--- src/rtl/ov_cam_pkg.sv ---
// Shared types and pixel-format conversion for the camera window capture.
// Latency: combinational helpers only.
// Backpressure: none; pure types and functions.
package ov_cam_pkg;

    typedef enum logic [1:0] {
        IDLE   = 2'd0,
        ARMED  = 2'd1,
        ACTIVE = 2'd2,
        DONE   = 2'd3
    } cap_state_e;

    typedef enum logic [1:0] {
        MODE_RGB565 = 2'd0,
        MODE_RGB444 = 2'd1,
        MODE_YUV_Y  = 2'd2,
        MODE_RSVD   = 2'd3
    } pix_mode_e;

    typedef struct packed {
        logic [4:0] r;
        logic [5:0] g;
        logic [4:0] b;
    } rgb565_t;

    // Narrow channels are widened by replicating their MSBs so full scale stays full scale.
    function automatic rgb565_t to_rgb565(input pix_mode_e mode, input logic [15:0] pix);
        rgb565_t c;
        case (mode)
            MODE_RGB444: c = rgb565_t'({pix[11:8], pix[11], pix[7:4], pix[7:6], pix[3:0], pix[3]});
            MODE_YUV_Y:  c = rgb565_t'({pix[15:11], pix[15:10], pix[15:11]});
            default:     c = rgb565_t'(pix);
        endcase
        return c;
    endfunction

endpackage

--- src/rtl/ov_cam_window_gate.sv ---
// Per-frame x/y pixel counters with window crop and decimation test.
// Latency: keep is combinational from the registered counters.
// Backpressure: none; follows the camera timing.
module ov_cam_window_gate
    import ov_cam_pkg::*;
#(
    parameter int X_START  = 40,
    parameter int X_WIDTH  = 236,
    parameter int Y_START  = 0,
    parameter int Y_HEIGHT = 240,
    parameter int DEC_LOG2 = 0,
    parameter int CNT_W    = 16
) (
    input  logic pclk,
    input  logic rst_n,
    input  logic clr,
    input  logic pix_vld,
    input  logic line_end,
    output logic keep
);

    localparam logic [CNT_W-1:0] X_LO     = CNT_W'(X_START);
    localparam logic [CNT_W-1:0] Y_LO     = CNT_W'(Y_START);
    localparam logic [CNT_W-1:0] X_W      = CNT_W'(X_WIDTH);
    localparam logic [CNT_W-1:0] Y_H      = CNT_W'(Y_HEIGHT);
    localparam logic [CNT_W-1:0] DEC_MASK = CNT_W'((1 << DEC_LOG2) - 1);

    logic [CNT_W-1:0] x;
    logic [CNT_W-1:0] y;
    logic [CNT_W-1:0] dx;
    logic [CNT_W-1:0] dy;

    always_ff @(posedge pclk) begin
        if (!rst_n || clr) begin
            x <= '0;
            y <= '0;
        end else if (line_end) begin
            x <= '0;
            if (x != '0)
                y <= y + CNT_W'(1);
        end else if (pix_vld) begin
            x <= x + CNT_W'(1);
        end
    end

    // Offsets below the window start wrap to large values, so one unsigned compare covers both bounds.
    assign dx   = x - X_LO;
    assign dy   = y - Y_LO;
    assign keep = (dx < X_W) && (dy < Y_H) &&
                  ((dx & DEC_MASK) == '0) && ((dy & DEC_MASK) == '0);

endmodule

--- src/rtl/ov_cam_window_capture.sv ---
// Camera byte-pair capture with window crop, decimation, format conversion and linear addressing.
// Latency: write_en two pclk edges after the second byte of a pixel is on the pins.
// Backpressure: none; the camera cannot be stalled, so every kept pixel is written immediately.
module ov_cam_window_capture
    import ov_cam_pkg::*;
#(
    parameter int X_START  = 40,
    parameter int X_WIDTH  = 236,
    parameter int Y_START  = 0,
    parameter int Y_HEIGHT = 240,
    parameter int DEC_LOG2 = 0,
    parameter int ADDR_W   = 16,
    parameter int CNT_W    = 16
) (
    input  logic              pclk,
    input  logic              rst_n,
    input  logic              enable,
    input  logic [1:0]        mode,
    input  logic              vsync,
    input  logic              href,
    input  logic [7:0]        data,
    output logic [ADDR_W-1:0] addr,
    output logic [15:0]       data_out,
    output logic              write_en,
    output logic              frame_done,
    output logic              frame_abort,
    output logic              line_err,
    output logic [7:0]        frame_cnt
);

    localparam int XK = (X_WIDTH + (1 << DEC_LOG2) - 1) >> DEC_LOG2;
    localparam int YK = (Y_HEIGHT + (1 << DEC_LOG2) - 1) >> DEC_LOG2;
    localparam logic [ADDR_W-1:0] LAST_ADDR = ADDR_W'(XK * YK - 1);

    logic              s_vsync, s_href, d_vsync, d_href;
    logic [7:0]        s_data, hi_byte;
    logic              phase;
    cap_state_e        state;
    pix_mode_e         mode_q;
    logic [ADDR_W-1:0] addr_cnt;
    logic              vs_rise, vs_fall, pix_vld, line_end, frame_start, keep, wr;

    always_ff @(posedge pclk) begin
        if (!rst_n) begin
            s_vsync <= 1'b0;
            s_href  <= 1'b0;
            s_data  <= '0;
            d_vsync <= 1'b0;
            d_href  <= 1'b0;
        end else begin
            s_vsync <= vsync;
            s_href  <= href;
            s_data  <= data;
            d_vsync <= s_vsync;
            d_href  <= s_href;
        end
    end

    assign vs_rise     = s_vsync & ~d_vsync;
    assign vs_fall     = ~s_vsync & d_vsync;
    assign pix_vld     = s_href & phase;
    assign line_end    = d_href & ~s_href;
    assign frame_start = (state == ARMED) && vs_fall;
    assign wr          = (state == ACTIVE) && pix_vld && keep;

    always_ff @(posedge pclk) begin
        if (!rst_n) begin
            phase   <= 1'b0;
            hi_byte <= '0;
        end else begin
            phase <= s_href ? ~phase : 1'b0;
            if (s_href && !phase)
                hi_byte <= s_data;
        end
    end

    ov_cam_window_gate #(
        .X_START  (X_START),
        .X_WIDTH  (X_WIDTH),
        .Y_START  (Y_START),
        .Y_HEIGHT (Y_HEIGHT),
        .DEC_LOG2 (DEC_LOG2),
        .CNT_W    (CNT_W)
    ) u_gate (
        .pclk     (pclk),
        .rst_n    (rst_n),
        .clr      (frame_start),
        .pix_vld  (pix_vld),
        .line_end (line_end),
        .keep     (keep)
    );

    always_ff @(posedge pclk) begin
        if (!rst_n) begin
            state       <= IDLE;
            mode_q      <= MODE_RGB565;
            addr_cnt    <= '0;
            addr        <= '0;
            data_out    <= '0;
            write_en    <= 1'b0;
            frame_done  <= 1'b0;
            frame_abort <= 1'b0;
            line_err    <= 1'b0;
            frame_cnt   <= '0;
        end else begin
            write_en    <= 1'b0;
            frame_done  <= 1'b0;
            frame_abort <= 1'b0;
            case (state)
                IDLE: begin
                    if (vs_rise && enable)
                        state <= ARMED;
                end
                ARMED: begin
                    if (vs_fall) begin
                        state    <= ACTIVE;
                        mode_q   <= pix_mode_e'(mode);
                        addr_cnt <= '0;
                        line_err <= 1'b0;
                    end
                end
                ACTIVE: begin
                    if (wr) begin
                        write_en <= 1'b1;
                        addr     <= addr_cnt;
                        data_out <= to_rgb565(mode_q, {hi_byte, s_data});
                        addr_cnt <= addr_cnt + ADDR_W'(1);
                    end
                    if (line_end && phase)
                        line_err <= 1'b1;
                    // Completing the window outranks a coincident vsync rise.
                    if (wr && addr_cnt == LAST_ADDR) begin
                        state <= DONE;
                    end else if (vs_rise) begin
                        frame_abort <= 1'b1;
                        state       <= enable ? ARMED : IDLE;
                    end
                end
                DONE: begin
                    frame_done <= 1'b1;
                    frame_cnt  <= frame_cnt + 8'd1;
                    state      <= IDLE;
                end
                default: state <= IDLE;
            endcase
        end
    end

endmodule

--- config.mk ---
export PLATFORM = sky130hd
export DESIGN_NAME = ov_cam_window_capture
export DESIGN_NICKNAME = d
export VERILOG_FILES = /design/src/rtl/ov_cam_pkg.sv /design/src/rtl/ov_cam_window_gate.sv /design/src/rtl/ov_cam_window_capture.sv
export SDC_FILE = /design/constraint.sdc
export NUM_CORES = 1
export LEC_CHECK = 0
export BUFFER_PORTS_ARGS = -buffer_cell sky130_fd_sc_hd__buf_4
export CAP_MARGIN = 20
export CORE_AREA = 2 2 119 133
export CTS_CLUSTER_SIZE = 40
export DETAILED_ROUTE_END_ITERATION = 12
export DIE_AREA = 0 0 121 135
export GPL_ROUTABILITY_DRIVEN = 0
export MAX_ROUTING_LAYER = met4
export SKIP_LAST_GASP = 1
export SYNTH_ARGS = -nofsm -noshare
export SYNTH_HDL_FRONTEND = slang
export SYNTH_SLANG_ARGS = --single-unit
--- constraint.sdc ---
create_clock -name pclk -period 2.5 [get_ports pclk]
set_clock_uncertainty 0.15 [all_clocks]
set_input_delay 0.25 -clock pclk [delete_from_list [all_inputs] [get_ports pclk]]
set_output_delay 0.25 -clock pclk [all_outputs]
set_load 0.05 [all_outputs]
# Word-level counts from Yosys, hierarchy flattened
# Index checks and enable logic that the tools add are counted.
# W data, S select, Z words.
[classes]
addsub = 5
n_mul = 0
order_cmp = 2
bitwise_logic = 10
div_mod_pow = 0
reduce_logical = 24
n_eq_ne = 11
n_mux = 16
shifts = 0
[op_table]
columns = ["operator", "n"]
rows = [
  ["$pmux W16 S2", 2],
  ["$add A16 B1 Y16 const B", 3],
  ["$lt A16 B8 Y1 const B", 2],
  ["$mux W16", 2],
  ["$eq A16 B16 Y1 const B", 1],
  ["$reduce_bool A16 Y1", 1],
  ["$sub A16 B6 Y16 const B", 1],
  ["$reduce_and A2 Y1", 5],
  ["$reduce_and A3 Y1", 3],
  ["$add A8 B1 Y8 const B", 1],
  ["$logic_and A1 B1 Y1", 8],
  ["$mux W2", 4],
  ["$pmux W2 S4", 1],
  ["$eq A2 B2 Y1 const B", 3],
  ["$mux W1", 6],
  ["$ne A2 B2 Y1 const B", 3],
  ["$not A1 Y1", 6],
  ["$and A1 B1 Y1", 4],
  ["$eq A2 B1 Y1 const B", 2],
  ["$ne A3 B2 Y1 const B", 1],
  ["$reduce_or A3 Y1", 1],
  ["$logic_not A1 Y1", 2],
  ["$logic_not A2 Y1", 1],
  ["$ne A2 B1 Y1 const B", 1],
  ["other kinds (4)", 4],
]
[totals]
elab_cells = 87
out_inout_bits = 44
regBits = 117
mem_bits_ro = 0
latch_bits = 0
mem_count = 0
ram_bits = 0

# Depth between registers and ports, before layout
# Gate-level depths: netlist of run 1.
[depth]
ltp_word = 7
mapped_depth = 10
mapped_depth_nobuf = 8

# Cells and area by module
# From an unflattened synthesis of run 1, not the netlist that was laid out.
[unflattened]
hier_cells = 621
area_unflattened_um2 = 5222.5
[modules_own_cells]
columns = ["module", "cells_each", "area_each_um2", "n_inst"]
rows = [
  ["ov_cam_window_capture", 414, 3523.4, 1],
  ["ov_cam_window_gate", 207, 1699.1, 1],
]

# Least setup slack after synthesis of run 1
# Ideal clock, no wire load.
[synth_timing]
path_type = "reg-to-reg"
from = "register u_gate.x[3]"
to = "register addr_cnt[5]"
arrival_ns = 2.153
setup_ns = 0.070
slack_ns = 0.127
synth_period_minus_slack_ns = 2.373
path_buffers = 0
stages_incl_launch_ff = 9
cell_sequence = "dfxtp_1 inv_1 ha_1 nor2_1 a21oi_1 o31ai_1 nand4_4 or4_1 a21oi_1"
[synth_via]
elab_chain_len = 6
[synth_lines]
columns = ["element", "line", "rtl"]
rows = [
  ["from (decl)", "ov_cam_window_gate.sv:28", "logic [CNT_W-1:0] x;"],
  ["from (signal assigned)", "ov_cam_window_gate.sv:42", "x <= x + CNT_W'(1);"],
  ["$sub A16 B6 Y16", "ov_cam_window_gate.sv:47", "assign dx = x - X_LO;"],
  ["$lt A16 B8 Y1", "ov_cam_window_gate.sv:49", "assign keep = (dx < X_W) && (dy < Y_H) &&"],
  ["$logic_and A1 B1 Y1", "ov_cam_window_gate.sv:49", ""],
  ["$logic_and A1 B1 Y1", "ov_cam_window_capture.sv:64", "assign wr = (state == ACTIVE) && pix_vld && keep;"],
  ["$ne A2 B2 Y1 (no source line)", "--", ""],
  ["$reduce_and A3 Y1 (no source line)", "--", ""],
  ["to (signal assigned)", "ov_cam_window_capture.sv:127", "addr_cnt <= addr_cnt + ADDR_W'(1);"],
  ["to (decl)", "ov_cam_window_capture.sv:40", "logic [ADDR_W-1:0] addr_cnt;"],
]
# No other way between the ends.
# A chain may end at the register's enable or synchronous reset.

# Final worst setup path of run 1
[layout_timing]
from = "register u_gate.y[4]"
to = "register addr_cnt[15]"
[layout_via]
elab_chain_len = 5
[layout_lines]
columns = ["element", "line", "rtl"]
rows = [
  ["from (decl)", "ov_cam_window_gate.sv:29", "logic [CNT_W-1:0] y;"],
  ["from (signal assigned)", "ov_cam_window_gate.sv:40", "y <= y + CNT_W'(1);"],
  ["$lt A16 B8 Y1", "ov_cam_window_gate.sv:49", ""],
  ["$logic_and A1 B1 Y1", "ov_cam_window_gate.sv:49", ""],
  ["$logic_and A1 B1 Y1", "ov_cam_window_capture.sv:64", ""],
  ["$ne A2 B2 Y1 (no source line)", "--", ""],
  ["$reduce_and A3 Y1 (no source line)", "--", ""],
]
# No other way between the ends.

==> results of run 1 <==
==> worst max-delay path: cells and delay by family, from the launching register on <==
kind                   cells  cell delay, ns
AOI/OAI and AO/OA          2            0.34
buffers and inverters      1            0.19
DFF                        1            0.32
and+or+nand+nor            4            1.36
==> power breakdown <==
group | internal [mW] | leakage, nW | switching, mW | total, mW
logic | 0.0561 | 1.48 | 0.0678 | 0.124
clock network | 1.71 | 0.305 | 0.843 | 2.55
registers | 1.88 | 0.947 | 0.0184 | 1.90
==> sequential cells by signal (all words and copies together), names as in the netlist, 8 cells and up <==
register   cells
frame_cnt      8
hi_byte        8
u_gate.y      16
data_out      16
u_gate.x      16
s_data         8
addr          16
addr_cnt      16
==> cells by family after synthesis <==
kind of cell               Yosys count  share of synthesized area, %
and+or+nand+nor                    315                          31.3
AOI/OAI and AO/OA                  101                          12.2
muxes                                3                         0.581
buffers and inverters               43                          3.22
adders and majority gates            9                          2.18
xor gates and xnor gates            31                          5.25
DFF                                117                          45.3
==> final cells by class <==
cell class | instances | area, um^2 | share of cell area (%)
Sequential cell | 117 | 2350 | 34.3
Clock inverter | 13 | 180 | 2.64
Clock buffer | 19 | 453 | 6.63
Multi-Input combinational cell | 459 | 2720 | 39.8
Timing Repair Buffer | 105 | 848 | 12.4
Tap cell | 196 | 245 | 3.59
Inverter | 11 | 41.3 | 0.604
==> what timing repair did <==
item                       4_1_cts  5_1_grt
setup buffers                    0        3
gates resized for setup          2       17
pin swaps                        2        8
hold endpoints to repair        12        0
cloned                           0        1
hold buffers                    12        0
setup endpoints to repair       34       33
==> per-layer routing <==
metal  up-vias  track usage (%)  wire length [um]
met4         0             6.52               245
met1      2183             20.3              5890
met5         -                -                 0
li1       2354                -                 -
met2        89             26.2              6240
met3        19             4.14               477
==> metrics by stage <==
stage	std cells	utilization [%]	cell area (um^2)	setup slack, ns	hold WS, ns
global route	920	45.9	6840	-0.0621	0.0339
detailed placement	872	40.1	5970	-0.133	0.298
finish	920	45.9	6840	0.0555	0.0306
CTS	916	45.2	6730	-0.0354	0.0154
floorplan	619	-	5170	0.127	0.227
global placement	872	40.1	5970	-0.0249	0.293
==> cell usage in the layout, fill, tap and decap left out, types with 9 or more instances in the layout <==
cell type and instances:
nand2_1 87, nand3_1 73, or3_1 16, a21boi_0 11
buf_4 91, nand4_1 13, o21ai_0 28, nor2_1 43
a22oi_1 11, clkbuf_16 18, and3_1 15, xnor2_1 13
dfxtp_1 113, xor2_1 18, a21oi_1 25, dlygate4sd3_1 12
and2_1 23, ha_1 9, inv_1 11, nor2b_1 9
==> worst paths after layout <==
path                  end  slack, ns  depth (start not counted)
min reg2reg       addr[3]       0.30                          2
max          addr_cnt[15]       0.06                          7
max reg2reg  addr_cnt[15]       0.06                          7
min              state[0]       0.03                          3
==> flow_metrics.env, run 1 <==
export IMPL_status="finished clean"
export IMPL_wl_per_cell_um=14.0
export IMPL_pwr_density_cell_nw_per_um2=670
export IMPL_dp_hpwl_um=9090
export IMPL_hold_viol=0
export IMPL_startpoint="u_gate.y[4]"
export IMPL_ys_seq_elements=117
export IMPL_dr_pass1_iters=4
export IMPL_synth_seq_area_share_pct=45.3
export IMPL_grt_pass1_vias=4455
export IMPL_port_buffers=58
export IMPL_synth_area_leader_cell="dfxtp_1"
export IMPL_grt_max_degree=56
export IMPL_slew_headroom_pct=57.2
export IMPL_drive_gt1_share_pct=19.8
export IMPL_syn_area_per_cell_um2=8.35
export IMPL_grt_pass1_wl_um=21100
export IMPL_mappedNetlistNets=643
export IMPL_track_usage_pct=16.6
export IMPL_rsz0062_at_grt="true"
export IMPL_ant_nets=0
export IMPL_finalNetCount=735
export IMPL_vdd_drop_max_mv=0.434
export IMPL_overflow=0
export IMPL_htreeDepth=4
export IMPL_cts_buffer_depth=2
export IMPL_async_flop_share_pct=0
export IMPL_finalSetupViolations=0
export IMPL_cts_tree="done"
export IMPL_synth_warning_count=0
export IMPL_syn_inst=619
export IMPL_total_power_mw=4.58
export IMPL_rows=47
export IMPL_root_buffer="clkbuf_16"
export IMPL_boundaryPins=59
export IMPL_cap_violations=0
export IMPL_drv_slew=0
export IMPL_synth_cell_types=48
export IMPL_n_fill_cell=1425
export IMPL_die_area_um2=16300
export IMPL_fin_tns_setup_ns=0
export IMPL_area_delta_synth_final_pct=32.3
export IMPL_route_detailed_drc=0
export IMPL_critPathKind="flip-flop to flip-flop"
export IMPL_clkSinkCount=117
export IMPL_viasPerCell=5.05
export IMPL_die_x_um=121
export IMPL_cts_buffers=17
export IMPL_cp_cell_sequence="and4_4, or4_4, nor4b_4, buf_4, o2111ai_2, or3_1, a21oi_1"
export IMPL_worstMarginPinSlew_ns=0.640
export IMPL_start_util_pct=34.7
export IMPL_max_clock_freq_mhz=409
export IMPL_worstReg2RegStart="u_gate.y[4]"
export IMPL_die_h_um=135
export IMPL_finalCritPeriodShare_pct=97.8
export IMPL_synth_most_common_cell="dfxtp_1"
export IMPL_clk_pin_slew_worst_paths_ns=0.05
export IMPL_design_core_area_um2=14900
export IMPL_required_ns=2.69
export IMPL_fin_crit_ns=2.44
export IMPL_yosys_top_cells_area="dfxtp_1 (45%), nand3_1 (7.1%), nand2_1 (6.4%)"
export IMPL_synth_ff_type="dfxtp_1"
export IMPL_synth_common_cells="dfxtp_1 (117), nand2_1 (88), nand3_1 (73), nor2_1 (43), o21ai_0 (31)"
export IMPL_clock_latency_ns=0.41
export IMPL_drt_initial_drc_count=279
export IMPL_holdCritPathClass="input pin to flip-flop"
export IMPL_n_antenna_cell=0
export IMPL_synth_top_area_share_pct=45.3
export IMPL_hold_path_startpoint="enable"
export IMPL_synth_edf_count=0
export IMPL_antenna_found_initial=0
export IMPL_critPathSlowestCell="or4_4"
export IMPL_crit_path_end_kind="flip-flop"
export IMPL_max_stage_delay_ns=0.43
export IMPL_wirelength_um=12900
export IMPL_netlist_area_um2=5170
export IMPL_cp_arrival_ns=2.63
export IMPL_p_leak_nw=2.73
export IMPL_vias=4645
export IMPL_critical_path_max_fanout=6
export IMPL_worstSetupStartpointType="flip-flop"
No activity file was read; power rests on OpenSTA's default activity.
==> inputs of run 2 (changes only) <==
Settings changed: PLACE_DENSITY set to 0.54.
Clock period 2.5 ns to 2.9 ns, I/O delays scaled along.
==> flow_metrics.env, run 2 (synthesis gave the netlist of run 1 again) <==
export IMPL_critPathKind="flip-flop to flip-flop"
export IMPL_viasPerCell=5.05
export IMPL_root_buffer="clkbuf_16"
export IMPL_final_common_cell="dfxtp_1"
export IMPL_overflow=0
export IMPL_rows=47
export IMPL_finalSetupViolations=0
export IMPL_rsz0062_at_grt="false"
export IMPL_dp_slack_ns=0.341
export IMPL_worstSetupStartpointType="flip-flop"
export IMPL_die_x_um=121
export IMPL_die_area_um2=16300
export IMPL_fin_tns_setup_ns=0
export IMPL_worstMarginPinSlew_ns=0.822
export IMPL_wl_per_cell_um=13.8
export IMPL_wirelength_um=12400
export IMPL_status="finished clean"
export IMPL_grt_pass1_vias=4260
export IMPL_cts_buffers=17
export IMPL_required_ns=3.10
export IMPL_route_detailed_drc=0
export IMPL_start_util_pct=34.7
export IMPL_finalCritPeriodShare_pct=88.8
export IMPL_slew_headroom_pct=45.2
export IMPL_dp_hpwl_um=8710
export IMPL_cts_buffer_depth=2
export IMPL_grt_max_degree=98
export IMPL_die_h_um=135
export IMPL_crit_path_end_kind="flip-flop"
export IMPL_clkSinkCount=117
export IMPL_design_core_area_um2=14900
export IMPL_pwr_density_cell_nw_per_um2=569
export IMPL_vias=4522
export IMPL_hold_worst_slack_ns=0.0907
export IMPL_antenna_found_initial=0
export IMPL_cap_violations=0
export IMPL_port_buffers=58
export IMPL_drt_initial_drc_count=308
export IMPL_max_clock_freq_mhz=388
export IMPL_htreeDepth=4
export IMPL_n_fill_cell=1494
export IMPL_holdCritPathClass="input pin to flip-flop"
export IMPL_cts_tree="done"
export IMPL_vdd_drop_max_mv=0.314
export IMPL_reg2reg_setup_slack_ns=0.33
export IMPL_ant_nets=0
export IMPL_drive_gt1_share_pct=15.0
export IMPL_critical_path_max_fanout=30
export IMPL_p_leak_nw=2.55
export IMPL_fin_ws_ns=0.326
export IMPL_fin_crit_ns=2.57
export IMPL_cp_arrival_ns=2.78
export IMPL_n_antenna_cell=0
export IMPL_area_delta_synth_final_pct=25.7
export IMPL_hold_viol=0
export IMPL_clock_latency_ns=0.42
export IMPL_finalNetCount=711
export IMPL_grt_pass1_wl_um=20800
export IMPL_clk_pin_slew_worst_paths_ns=0.05
export IMPL_boundaryPins=59
export IMPL_total_power_mw=3.69
export IMPL_drv_slew=0
export IMPL_dr_pass1_iters=4
export IMPL_track_usage_pct=16.5
export IMPL_final_cell_mix="dfxtp_1 (117), nand2_1 (88), nand3_1 (73)"
## run 2: cell count changes in the layout (fill, tap and decap cells not counted), moves of 2 or more
cell and change:
a21oi_2 -2, o21ai_0 +3, dfxtp_1 +4, o31ai_4 -2
clkinv_4 -2, buf_4 -23, dfxtp_2 -4, clkbuf_1 +3
a21oi_1 +2, o21ai_1 -3, bufinv_16 -3
## run 2: final cells by class
cell class / instances / area (um^2) / area share, %
Clock inverter: 9 / 77.6 / 1.19
Sequential cell: 117 / 2340 / 36.1
Timing Repair Buffer: 81 / 651 / 10.0
Multi-Input combinational cell: 459 / 2660 / 40.9
Tap cell: 196 / 245 / 3.78
Inverter: 11 / 41.3 / 0.636
Clock buffer: 23 / 478 / 7.36
## run 2: timing repair
action	in CTS	in global routing
hold buffers	12	0
resized for setup	0	0
setup buffers	0	0
hold endpoints to repair	12	0
## run 2: metrics by stage
step                utilization (%)  std cells  area (um^2)
finish                         43.6        896         6490
global route                   43.6        896         6490
CTS                            43.6        896         6490
detailed placement             39.1        852         5820
global placement               39.1        852         5820
floorplan                         -        619         5170
## run 2: path summary, 6_finish.rpt
| kind | startpoint | endpoint | depth (start not counted) |
|---|---|---|---|
| max reg2reg | u_gate.y[6] | addr_cnt[4] | 7 |
| min reg2reg | addr[14] | addr[14] | 2 |
| max | u_gate.y[6] | addr_cnt[4] | 7 |
| min | enable | state[0] | 3 |
## run 2: report_power, final
part | switching [mW] | internal [mW] | total (mW)
sequential | 0.0155 | 1.62 | 1.64
combinational | 0.0562 | 0.0448 | 0.101
clock | 0.720 | 1.23 | 1.95
total | 0.792 | 2.90 | 3.69
## run 2: critical path: stages (launching register included)
cell	delay, ns
dfxtp_1	0.33
and4_4	0.20
or4_4	0.49
nor4b_4	0.39
nand4_4	0.17
buf_4	0.28
or3_1	0.36
a21oi_1	0.13
## run 2: per-layer routing
metal / routed length (um) / global-route usage [%] / vias to the layer above
li1: - / - / 2311
met1: 5850 / 20.7 / 2107
met2: 5740 / 25.2 / 83
met3: 548 / 4.01 / 21
met4: 228 / 6.98 / 0
met5: 0 / - / -
